## config.mk

```make
export PLATFORM = sky130hd
export DESIGN_NAME = ex_mul_arb
export DESIGN_NICKNAME = d
export VERILOG_FILES = /design/src/rtl/ex_mul_arb.sv
export SDC_FILE = /design/constraint.sdc
export NUM_CORES = 1
export LEC_CHECK = 0
export BUFFER_PORTS_ARGS = -buffer_cell sky130_fd_sc_hd__buf_2
export CORE_AREA = 2 2 167 169
export DETAILED_ROUTE_END_ITERATION = 6
export DIE_AREA = 0 0 169 171
export GPL_TIMING_DRIVEN = 0
export PLACE_DENSITY = 0.43
export SLEW_MARGIN = 20
export SYNTH_ARGS = -nofsm -noshare
export SYNTH_HDL_FRONTEND = slang
export SYNTH_SLANG_ARGS = --single-unit
```

## constraint.sdc

```tcl
create_clock -name clock -period 1.58 [get_ports clock]
set_clock_uncertainty 0.1 [all_clocks]
set_input_delay 0.237 -clock clock [delete_from_list [all_inputs] [get_ports clock]]
set_output_delay 0.237 -clock clock [all_outputs]
set_load 0.02 [all_outputs]
```

## src/rtl/ex_mul_arb.sv

```systemverilog
// ex_mul_arb: shares one 3-stage pipelined 32x32->64 multiplier between lanes A and B.
// Latency: accept at the end of cycle c -> result in cycle c+4 (c+5 with JX2_EXMULARB_SKID_EN).
// Backpressure: reqX_ready comes from arbitration/flush; base build ignores resX_ready, skid build credits a 2-entry FIFO.
//
// Ports: clock/reset (sync, active-high); reqA_*/reqB_* request lanes; flushA/flushB per-lane kill;
//        mulRs/mulRt/mulUIxt registered multiplier drive, mulRn product in; resA_*/resB_* result lanes.
// Optional feature macro: JX2_EXMULARB_SKID_EN (per-lane 2-entry result FIFO honouring resX_ready).
module ex_mul_arb #(
    parameter int TAG_W    = 5,
    parameter int FIX_PRIO = 0
) (
    input  logic             clock,
    input  logic             reset,
    input  logic             reqA_valid,
    output logic             reqA_ready,
    input  logic [31:0]      reqA_rs,
    input  logic [31:0]      reqA_rt,
    input  logic             reqA_uns,
    input  logic [TAG_W-1:0] reqA_tag,
    input  logic             reqB_valid,
    output logic             reqB_ready,
    input  logic [31:0]      reqB_rs,
    input  logic [31:0]      reqB_rt,
    input  logic             reqB_uns,
    input  logic [TAG_W-1:0] reqB_tag,
    input  logic             flushA,
    input  logic             flushB,
    output logic [31:0]      mulRs,
    output logic [31:0]      mulRt,
    output logic [7:0]       mulUIxt,
    input  logic [63:0]      mulRn,
    output logic             resA_valid,
    output logic [63:0]      resA_data,
    output logic [TAG_W-1:0] resA_tag,
    input  logic             resA_ready,
    output logic             resB_valid,
    output logic [63:0]      resB_data,
    output logic [TAG_W-1:0] resB_tag,
    input  logic             resB_ready
);
    localparam int NST = 4;  // shadow stages P1..P4

    // Shadow pipeline: index 0 = P1 ... index 3 = P4 (aligned with mulRn)
    logic [NST-1:0]   vld_q, vld_d;
    logic [NST-1:0]   lane_q, lane_d;  // 0 = lane A, 1 = lane B
    logic [TAG_W-1:0] tag_q [NST];
    logic [TAG_W-1:0] tag_d [NST];

    logic [31:0] rs_q, rs_d, rt_q, rt_d;
    logic        uns_q, uns_d;
    logic        prio_b_q, prio_b_d;  // 1: lane B wins the next tie

    logic [1:0] req_vld, flush_v, credit, elig;
    logic       gnt_a, gnt_b;

    assign req_vld = {reqB_valid, reqA_valid};
    assign flush_v = {flushB, flushA};

`ifdef JX2_EXMULARB_SKID_EN
    logic [1:0]       res_rdy_v, push, pop, res_vld;
    logic [2:0]       infl [2];
    logic [63:0]      fdat_q [2][2];
    logic [63:0]      fdat_d [2][2];
    logic [TAG_W-1:0] ftag_q [2][2];
    logic [TAG_W-1:0] ftag_d [2][2];
    logic [1:0]       fcnt_q [2];
    logic [1:0]       fcnt_d [2];
    logic             frp_q [2];
    logic             frp_d [2];

    assign res_rdy_v = {resB_ready, resA_ready};

    // A lane may only have as many ops outstanding as its FIFO can absorb.
    always_comb begin
        for (int l = 0; l < 2; l++) begin
            infl[l] = 3'd0;
            for (int i = 0; i < NST; i++) begin
                infl[l] = infl[l] + {2'b0, (vld_q[i] && (lane_q[i] == 1'(l)))};
            end
            credit[l] = (infl[l] + {1'b0, fcnt_q[l]}) < 3'd2;
        end
    end

    always_comb begin
        for (int l = 0; l < 2; l++) begin
            res_vld[l] = (fcnt_q[l] != 2'd0) && !reset;
            pop[l]     = res_vld[l] && res_rdy_v[l];
            push[l]    = vld_q[3] && (lane_q[3] == 1'(l)) && !flush_v[l];
            frp_d[l]   = frp_q[l] ^ pop[l];
            for (int e = 0; e < 2; e++) begin
                fdat_d[l][e] = fdat_q[l][e];
                ftag_d[l][e] = ftag_q[l][e];
            end
            // Write slot is rd_ptr + count; count never exceeds 2 thanks to credits.
            if (push[l]) begin
                fdat_d[l][frp_q[l] ^ fcnt_q[l][0]] = mulRn;
                ftag_d[l][frp_q[l] ^ fcnt_q[l][0]] = tag_q[3];
            end
            fcnt_d[l] = fcnt_q[l] + 2'(push[l]) - 2'(pop[l]);
            if (flush_v[l]) begin
                fcnt_d[l] = 2'd0;
            end
        end
    end

    always_ff @(posedge clock) begin
        for (int l = 0; l < 2; l++) begin
            if (reset) begin
                fcnt_q[l] <= 2'd0;
                frp_q[l]  <= 1'b0;
                for (int e = 0; e < 2; e++) begin
                    fdat_q[l][e] <= 64'd0;
                    ftag_q[l][e] <= '0;
                end
            end else begin
                fcnt_q[l] <= fcnt_d[l];
                frp_q[l]  <= frp_d[l];
                for (int e = 0; e < 2; e++) begin
                    fdat_q[l][e] <= fdat_d[l][e];
                    ftag_q[l][e] <= ftag_d[l][e];
                end
            end
        end
    end

    assign resA_valid = res_vld[0];
    assign resA_data  = fdat_q[0][frp_q[0]];
    assign resA_tag   = ftag_q[0][frp_q[0]];
    assign resB_valid = res_vld[1];
    assign resB_data  = fdat_q[1][frp_q[1]];
    assign resB_tag   = ftag_q[1][frp_q[1]];
`else
    logic unused_res_rdy;
    assign unused_res_rdy = &{1'b0, resA_ready, resB_ready};
    assign credit = 2'b11;

    // Bypass: P4 is aligned with the multiplier output, steer it straight out.
    assign resA_valid = vld_q[3] && !lane_q[3] && !reset;
    assign resA_data  = mulRn;
    assign resA_tag   = tag_q[3];
    assign resB_valid = vld_q[3] && lane_q[3] && !reset;
    assign resB_data  = mulRn;
    assign resB_tag   = tag_q[3];
`endif

    // Arbitration, issue register and shadow advance
    always_comb begin
        elig  = req_vld & ~flush_v & credit & {2{~reset}};
        gnt_a = elig[0] && (!elig[1] || (FIX_PRIO != 0) || !prio_b_q);
        gnt_b = elig[1] && !gnt_a;

        prio_b_d = prio_b_q;
        rs_d     = rs_q;
        rt_d     = rt_q;
        uns_d    = uns_q;
        if (gnt_a) begin
            prio_b_d = 1'b1;
            rs_d     = reqA_rs;
            rt_d     = reqA_rt;
            uns_d    = reqA_uns;
        end else if (gnt_b) begin
            prio_b_d = 1'b0;
            rs_d     = reqB_rs;
            rt_d     = reqB_rt;
            uns_d    = reqB_uns;
        end

        vld_d[0]  = gnt_a || gnt_b;
        lane_d[0] = gnt_b;
        tag_d[0]  = gnt_b ? reqB_tag : reqA_tag;
        // Flush kills entries as they advance, so P2..P4 never hold a flushed op.
        for (int i = 1; i < NST; i++) begin
            vld_d[i]  = vld_q[i-1] && !flush_v[lane_q[i-1]];
            lane_d[i] = lane_q[i-1];
            tag_d[i]  = tag_q[i-1];
        end
    end

    always_ff @(posedge clock) begin
        if (reset) begin
            vld_q    <= '0;
            lane_q   <= '0;
            rs_q     <= 32'd0;
            rt_q     <= 32'd0;
            uns_q    <= 1'b0;
            prio_b_q <= 1'b0;
            for (int i = 0; i < NST; i++) tag_q[i] <= '0;
        end else begin
            vld_q    <= vld_d;
            lane_q   <= lane_d;
            rs_q     <= rs_d;
            rt_q     <= rt_d;
            uns_q    <= uns_d;
            prio_b_q <= prio_b_d;
            for (int i = 0; i < NST; i++) tag_q[i] <= tag_d[i];
        end
    end

    assign reqA_ready = gnt_a;
    assign reqB_ready = gnt_b;
    assign mulRs      = rs_q;
    assign mulRt      = rt_q;
    assign mulUIxt    = {7'b0, uns_q};
endmodule
```

==> out/metrics.csv, run 1 <==
stage;metric;value;unit
synthesis;yosysSeqAreaShare;0.399;
synthesis;synth_top_family_by_area;buffers and inverters;
layout;fin_nets;1152;
grt;grt_overflow;0;
drt;drt-initial-drc-count;206;
clocking;cts_buffers;9;
floorplanning;die_area;0.0289;mm²
layout;final_cell_mix;357 x buf_2, 150 x buf_4, 111 x dlygate4sd3_1;
grt;track_usage;0.119;
synthesis;synth.distinct_cells;21;
floorplanning;ios;426;
synthesis;synth_compound_area_frac;0.145;
synthesis;muxShareOfSynthArea;0.0191;
synthesis;synthSimpleGateAreaFrac;0.172;
timing;finalCriticalPeriod;1.66;ns
layout;drive_gt1_frac;0.592;
run_status;status;finished with violations;
timing;max_freq;604;MHz
timing;period_share;1.05;
hold_path;hold_start;reqB_rt[15];
placement;pre_cts_slack;-0.746;ns
layout;area_growth;84.1;%
clocking;clk_latency;0.35;ns
worst_setup_path;crit_required;1.24;ns
timing;worst_slew_pin_slew;0.673;ns
placement;place.gp.congestion;0.713;
floorplanning;initial_core_util;0.173;
hold_path;hp-class;in2reg;
power;leakage;0.00425;µW
drt;viasPerCell;3.99;
layout;fillers;2837;
layout;final_common_cell;buf_2;
synthesis;postSynthCellCount;453;
timing;setup_violations;7;
clocking;root_buffer;clkbuf_16;
drt;wl;18800;µm
drt;drt.antenna.violating_nets;0;
clocking;numClockSinks;94;
drt;vias;5157;
grt;grt_pass1_vias;4894;
clocking;clk_path_buf_depth;2;
worst_setup_path;crit_start;prio_b_q$_SDFFE_PP0P_;
worst_setup_path;crit_fanout;3;
clocking;cts_tree;done;
timing;holdWs;0.0201;ns
timing;slew_viol_final;0;
floorplanning;coreArea;0.0273;mm²
worst_setup_path;start_kind;flip-flop;
floorplanning;rows;61;
synthesis;synth_warnings;0;
worst_setup_path;r2r-start;prio_b_q$_SDFFE_PP0P_;
drt;drc;0;
timing;rsz0062_at_grt;yes;
synthesis;avgSynthCellArea;10.4;µm²
floorplanning;die_y;171;µm
grt;antenna_found_initial;2;
clocking;htree_levels;3;
timing;hold_violations;0;
timing;fin_ws;-0.0765;ns
power;ir_worst_vdd;410;µV
clocking;clk_pin_slew;0.08;ns
placement;port_buffers;351;
drt;routed_wire_length_per_instance;14.5;µm
worst_setup_path;cp.arrival;1.32;ns
worst_setup_path;critical_path_class;reg2out;
placement;dp_hpwl;14100;µm
synthesis;synth_adder_area_share;0;
synthesis;ys_seq_elements;94;
synthesis;synth_area;0.00472;mm²
drt;drt_pass1_iterations;4;
job;maxCapViolations;0;
grt;grt_pass1_wl;26400;µm
power;powerDensity;774;mW/mm²
timing;slew-limit-headroom;0.551;
layout;final_util;0.318;
worst_setup_path;end_kind;output pin;
layout;multi_input_area;0.00165;mm²
grt;grt_max_degree;21;
floorplanning;fp.dieW;169;µm
layout;final-seq-area;0.00189;mm²
synthesis;synth-xor-area-share;0;
run_status;violations;negative setup slack;
[what timing repair did]
action | 4_1_cts | 5_1_grt
buffers inserted | 4 | 4
cloned | 1 | 1
endpoints found under the setup margin | 83 | 58
hold buffers | 111 | 0
gates resized for setup | 50 | 16
endpoints found under the hold margin | 65 | 0
pin swaps | 3 | 3
[path summary, 6_finish.rpt]
check,end,slack (ns),depth (start not counted)
max reg2reg,mulRs[3]$_SDFFE_PP0P_,-0.01,6
min reg2reg,tag_q[0][11]$_SDFF_PP0_,0.34,1
max,reqA_ready,-0.08,3
min,mulRt[15]$_SDFFE_PP0P_,0.02,2
[where the power goes]
group | switching [µW] | internal, µW
logic | 900 | 975
clock network | 1130 | 1140
registers | 61.9 | 2520
total | 2100 | 4630
[through the flow]
| stage | cells | instance area (µm²) | setup TNS [ns] | power [µW] |
|---|---|---|---|---|
| final | 1292 | 8690 | -0.173 | 6730 |
| after global routing | 1292 | 8690 | -0.641 | 7050 |
| after CTS | 1286 | 8580 | -0.477 | 6860 |
| after detailed placement | 1156 | 6950 | -48.34 | 4230 |
| after global placement | 1156 | 6950 | -49.22 | 4230 |
| after floorplan | 459 | 4760 | 0 | 3630 |
[area by class of cell]
class	instances	area share
timing repair buffer	472	0.346
sequential	94	0.217
multi-input combinational	184	0.190
buffer	178	0.161
tap	346	0.0498
clock buffer	9	0.0259
clock inverter	7	0.00964
inverter	1	0.000432
antenna	1	0.000288
[logic make-up (layout without fill, tap and decap cells)]
family | after synthesis | in the layout
flops | 94 | 94
mux | 8 | 8
simple gates | 102 | 102
compound gates | 67 | 67
other cells | 1 | 8
buf+inv | 181 | 667
[flip-flops by register name, indices dropped and copies added, names as in the netlist]
signal    flops
tag_q        20
prio_b_q      1
vld_q         4
mulRs        32
lane_q        4
mulRt        32
uns_q         1
[critical path: stages (launching register included)]
cell	delay (ns)
dfxtp_4	0.37
a2111oi_4	0.32
buf_6	0.16
buf_6	0.11
[synthesized netlist by cell type]
| library cell | number | share of area |
|---|---|---|
| nor3_2 | 1 | 0.0021 |
| inv_1 | 1 | 0.00079 |
| dfxtp_1 | 94 | 0.40 |
| a21oi_1 | 1 | 0.0011 |
| nor3b_1 | 4 | 0.0064 |
| and3b_1 | 1 | 0.0019 |
| clkbuf_1 | 15 | 0.012 |
| buf_4 | 147 | 0.23 |
| buf_2 | 16 | 0.017 |
| buf_1 | 2 | 0.0016 |
| nor2b_1 | 24 | 0.032 |
| nor3b_2 | 1 | 0.0026 |
| conb_1 | 1 | 0.00079 |
| a221o_1 | 65 | 0.14 |
| nor4b_1 | 65 | 0.12 |
| a2111oi_4 | 1 | 0.0058 |
| nand2b_1 | 1 | 0.0013 |
| nor2b_2 | 1 | 0.0019 |
| mux2_2 | 8 | 0.019 |
| nor3_1 | 1 | 0.0011 |
| nor2_1 | 3 | 0.0024 |
[metal layers]
layer,GRT usage,wire [µm]
met5,0,13
met4,0.0427,393
met3,0.0266,1150
met2,0.218,9620
met1,0.134,7580
No activity file was read; power rests on OpenSTA's default activity.
==> inputs of run 2 (changes only) <==
--- a/config.mk
+++ b/config.mk
@@ -6,9 +6,9 @@
 export NUM_CORES = 1
 export LEC_CHECK = 0
 export BUFFER_PORTS_ARGS = -buffer_cell sky130_fd_sc_hd__buf_2
-export CORE_AREA = 2 2 167 169
+export CORE_AREA = 2 2 164 166
 export DETAILED_ROUTE_END_ITERATION = 6
-export DIE_AREA = 0 0 169 171
+export DIE_AREA = 0 0 166 168
 export GPL_TIMING_DRIVEN = 0
 export PLACE_DENSITY = 0.43
 export SLEW_MARGIN = 20
==> constraint.sdc (replaced) <==
create_clock -name clock -period 2 [get_ports clock]
set_clock_uncertainty 0.1 [all_clocks]
set_input_delay 0.3 -clock clock [delete_from_list [all_inputs] [get_ports clock]]
set_output_delay 0.3 -clock clock [all_outputs]
set_load 0.02 [all_outputs]
==> run 2 against run 1 <==
Utilization fell by 4.2 points. Routed wire length is 2.9% lower. The flow now finishes without violations. Register-to-register slack improved by 0.16 ns. Hold slack improved by 0.045 ns. Critical path depth did not move. Clock power shrank 17%.
==> out/metrics.csv, run 2 (synthesized netlist as in run 1, its figures left out) <==
stage;metric;value;unit;change
layout;num_antenna_cells;0;;-1
floorplanning;coreArea;0.0264;mm²;-3.6%
timing;slew_viol_final;0;;unchanged
clocking;clk_pin_slew;0.08;ns;about the same
clocking;hold_buffers;0;;-100%
drt;drt-initial-drc-count;185;;-10%
timing;setup_violations;0;;-7
clocking;htree_levels;3;;unchanged
grt;grt_overflow;0;;unchanged
floorplanning;die_area;0.0279;mm²;-3.5%
hold_path;hold-path-endpoint;mulRt[26]$_SDFFE_PP0P_;;
drt;viasPerCell;4.01;;+0.43%
layout;multi_input_area;0.00162;mm²;-1.8%
timing;max_freq;524;MHz;
drt;wl;18200;µm;-2.9%
layout;final-seq-area;0.00188;mm²;-0.20%
grt;track_usage;0.125;;+0.00639
placement;dp.cells;1151;;-0.43%
floorplanning;fp.dieW;166;µm;-1.8%
clocking;cts_tree;done;;
hold_path;hold_depth;2;;unchanged
timing;hold_violations;0;;unchanged
drt;drt_pass1_iterations;4;;unchanged
clocking;clk_latency;0.35;ns;about the same
power;p_sw;1570;µW;-25%
clocking;cts_buffers;9;;unchanged
layout;finalNonFillerCells;1167;;-9.7%
placement;dp_hpwl;14700;µm;+3.7%
layout;fillers;2878;;+1.4%
worst_setup_path;r2r-end;mulRs[19]$_SDFFE_PP0P_;;
layout;fin_nets;1033;;-10%
floorplanning;ios;426;;unchanged
power;swShare;0.304;;-0.00749
worst_setup_path;crit_fanout;10;;+7
grt;grt_pass1_vias;4659;;-4.8%
placement;port_buffers;351;;unchanged
hold_path;hold_start;reqA_rt[26];;
floorplanning;initial_core_util;0.179;;+0.00638
worst_setup_path;crit_required;1.60;ns;+0.36 ns
layout;drive_gt1_frac;0.659;;+0.0671
drt;drc;0;;unchanged
power;p_comb_frac;0.243;;-0.036
drt;vias;4678;;-9.3%
layout;final_cell_mix;361 x buf_2, 153 x buf_4, 94 x dfxtp_1;;
layout;final_common_cell;buf_2;;
job;maxCapViolations;0;;unchanged
timing;slew-limit-headroom;0.599;;+0.0479
worst_setup_path;r2r_cells;5;;-1
drt;drt.antenna.violating_nets;0;;unchanged
worst_setup_path;start_kind;flip-flop;;
power;pwr-share-clk;0.364;;+0.026
power;powerDensity;712;mW/mm²;-8.0%
clocking;root_buffer;clkbuf_16;;
clocking;clk_path_buf_depth;2;;unchanged
timing;rsz0062_at_grt;no;;
worst_setup_path;r2r_slack;0.15;ns;+0.16 ns
clocking;numClockSinks;94;;unchanged
timing;period_share;0.953;;
floorplanning;die_y;168;µm;-1.8%
floorplanning;rows;60;;-1.6%
worst_setup_path;cp.arrival;1.51;ns;+0.19 ns
worst_setup_path;end_kind;output pin;;
power;leakage;0.00366;µW;-14%
power;ir_worst_vdd;364;µV;-11%
run_status;status;finished clean;;
timing;finalCriticalPeriod;1.91;ns;
drt;routed_wire_length_per_instance;15.6;µm;+7.5%
grt;grt_pass1_wl;27100;µm;+2.6%
timing;holdWs;0.0651;ns;+0.0450 ns
layout;final_util;0.276;;-0.0422
worst_setup_path;critical_path_class;reg2out;;
timing;worst_slew_pin_slew;0.601;ns;-0.0719 ns
power;p_total;5180;µW;-23%
grt;antenna_found_initial;0;;-2
worst_setup_path;r2r-start;prio_b_q$_SDFFE_PP0P_;;
grt;grt_max_degree;18;;-14%
placement;place.gp.congestion;0.778;;+9.0%
hold_path;hp-class;in2reg;;
power;power.internal;3600;µW;-22%
layout;area_growth;54.0;%;
power;power_frac_seq;0.393;;+0.009
-- run 2: cell types whose count changed in the layout (fill, tap and decap cells not counted), moves of 4 or more --
cell,before,now
clkbuf_1,10,15
dlygate4sd3_1,111,0
buf_8,4,0
mux2_4,4,0
buf_2,357,361
buf_6,8,0
buf_12,7,0
mux2_2,4,8
-- run 2: critical path, cell delays in order (launching register included) --
cell and delay, ns:
dfxtp_1 0.35, a2111oi_4 0.37, buf_4 0.25, buf_2 0.18
-- run 2: worst max-delay path by stage --
| stage | startpoint | endpoint | slack (ns) | depth (start not counted) |
|---|---|---|---|---|
| after global placement | reset | resA_valid | -0.44 | 6 |
| after global routing | prio_b_q$_SDFFE_PP0P_ | mulRs[24]$_SDFFE_PP0P_ | 0.02 | 5 |
| after CTS | prio_b_q$_SDFFE_PP0P_ | reqB_ready | 0.004 | 4 |
| after floorplan | reset | resA_valid | 0.06 | 5 |
| after detailed placement | reset | resA_valid | -0.42 | 6 |
| final | prio_b_q$_SDFFE_PP0P_ | reqA_ready | 0.09 | 3 |
-- run 2: area by class of cell --
| type | instances | area share |
|---|---|---|
| buffer | 179 | 0.173 |
| clock buffer | 10 | 0.0329 |
| clock inverter | 6 | 0.0105 |
| inverter | 1 | 0.000516 |
| multi-input combinational | 184 | 0.223 |
| sequential | 94 | 0.259 |
| tap | 341 | 0.0587 |
| timing repair buffer | 352 | 0.243 |
-- run 2: per-stage QoR --
| step | area [µm²] | setup TNS (ns) | setup slack (ns) |
|---|---|---|---|
| 6_report | 7270 | 0 | 0.0931 |
| 4_1_cts | 7270 | 0 | 0.00371 |
| 3_5_place_dp | 6930 | -17.56 | -0.416 |
| 3_3_place_gp | 6930 | -16.45 | -0.437 |
| 2_1_floorplan | 4740 | 0 | 0.0586 |
| 5_1_grt | 7270 | 0 | 0.0189 |
-- run 2: power by group through the flow --
| stage | registers (µW) | logic, µW | clock network [µW] |
|---|---|---|---|
| after global placement | 2080 | 1270 | 0 |
| after global routing | 2050 | 1340 | 2040 |
| final | 2040 | 1260 | 1880 |
| after CTS | 2040 | 1280 | 1960 |
| after floorplan | 2200 | 667 | 0 |
| after detailed placement | 2080 | 1270 | 0 |
-- run 2: repair_timing --
item | CTS | global route
gates cloned | 0 | 0
setup buffers | 1 | 0
pin swaps | 1 | 0
endpoints found under the setup margin | 48 | 2
hold endpoints to repair | 0 | 0
resized for setup | 5 | 5
-- run 2: per-layer routing --
metal  global-route usage  part of all wire  vias up
met5                    0                 0        -
met3               0.0416             0.083       25
met2                0.224              0.51      249
met4               0.0363             0.022        0
met1                0.141              0.39     2142
li1                     -                 -     2262
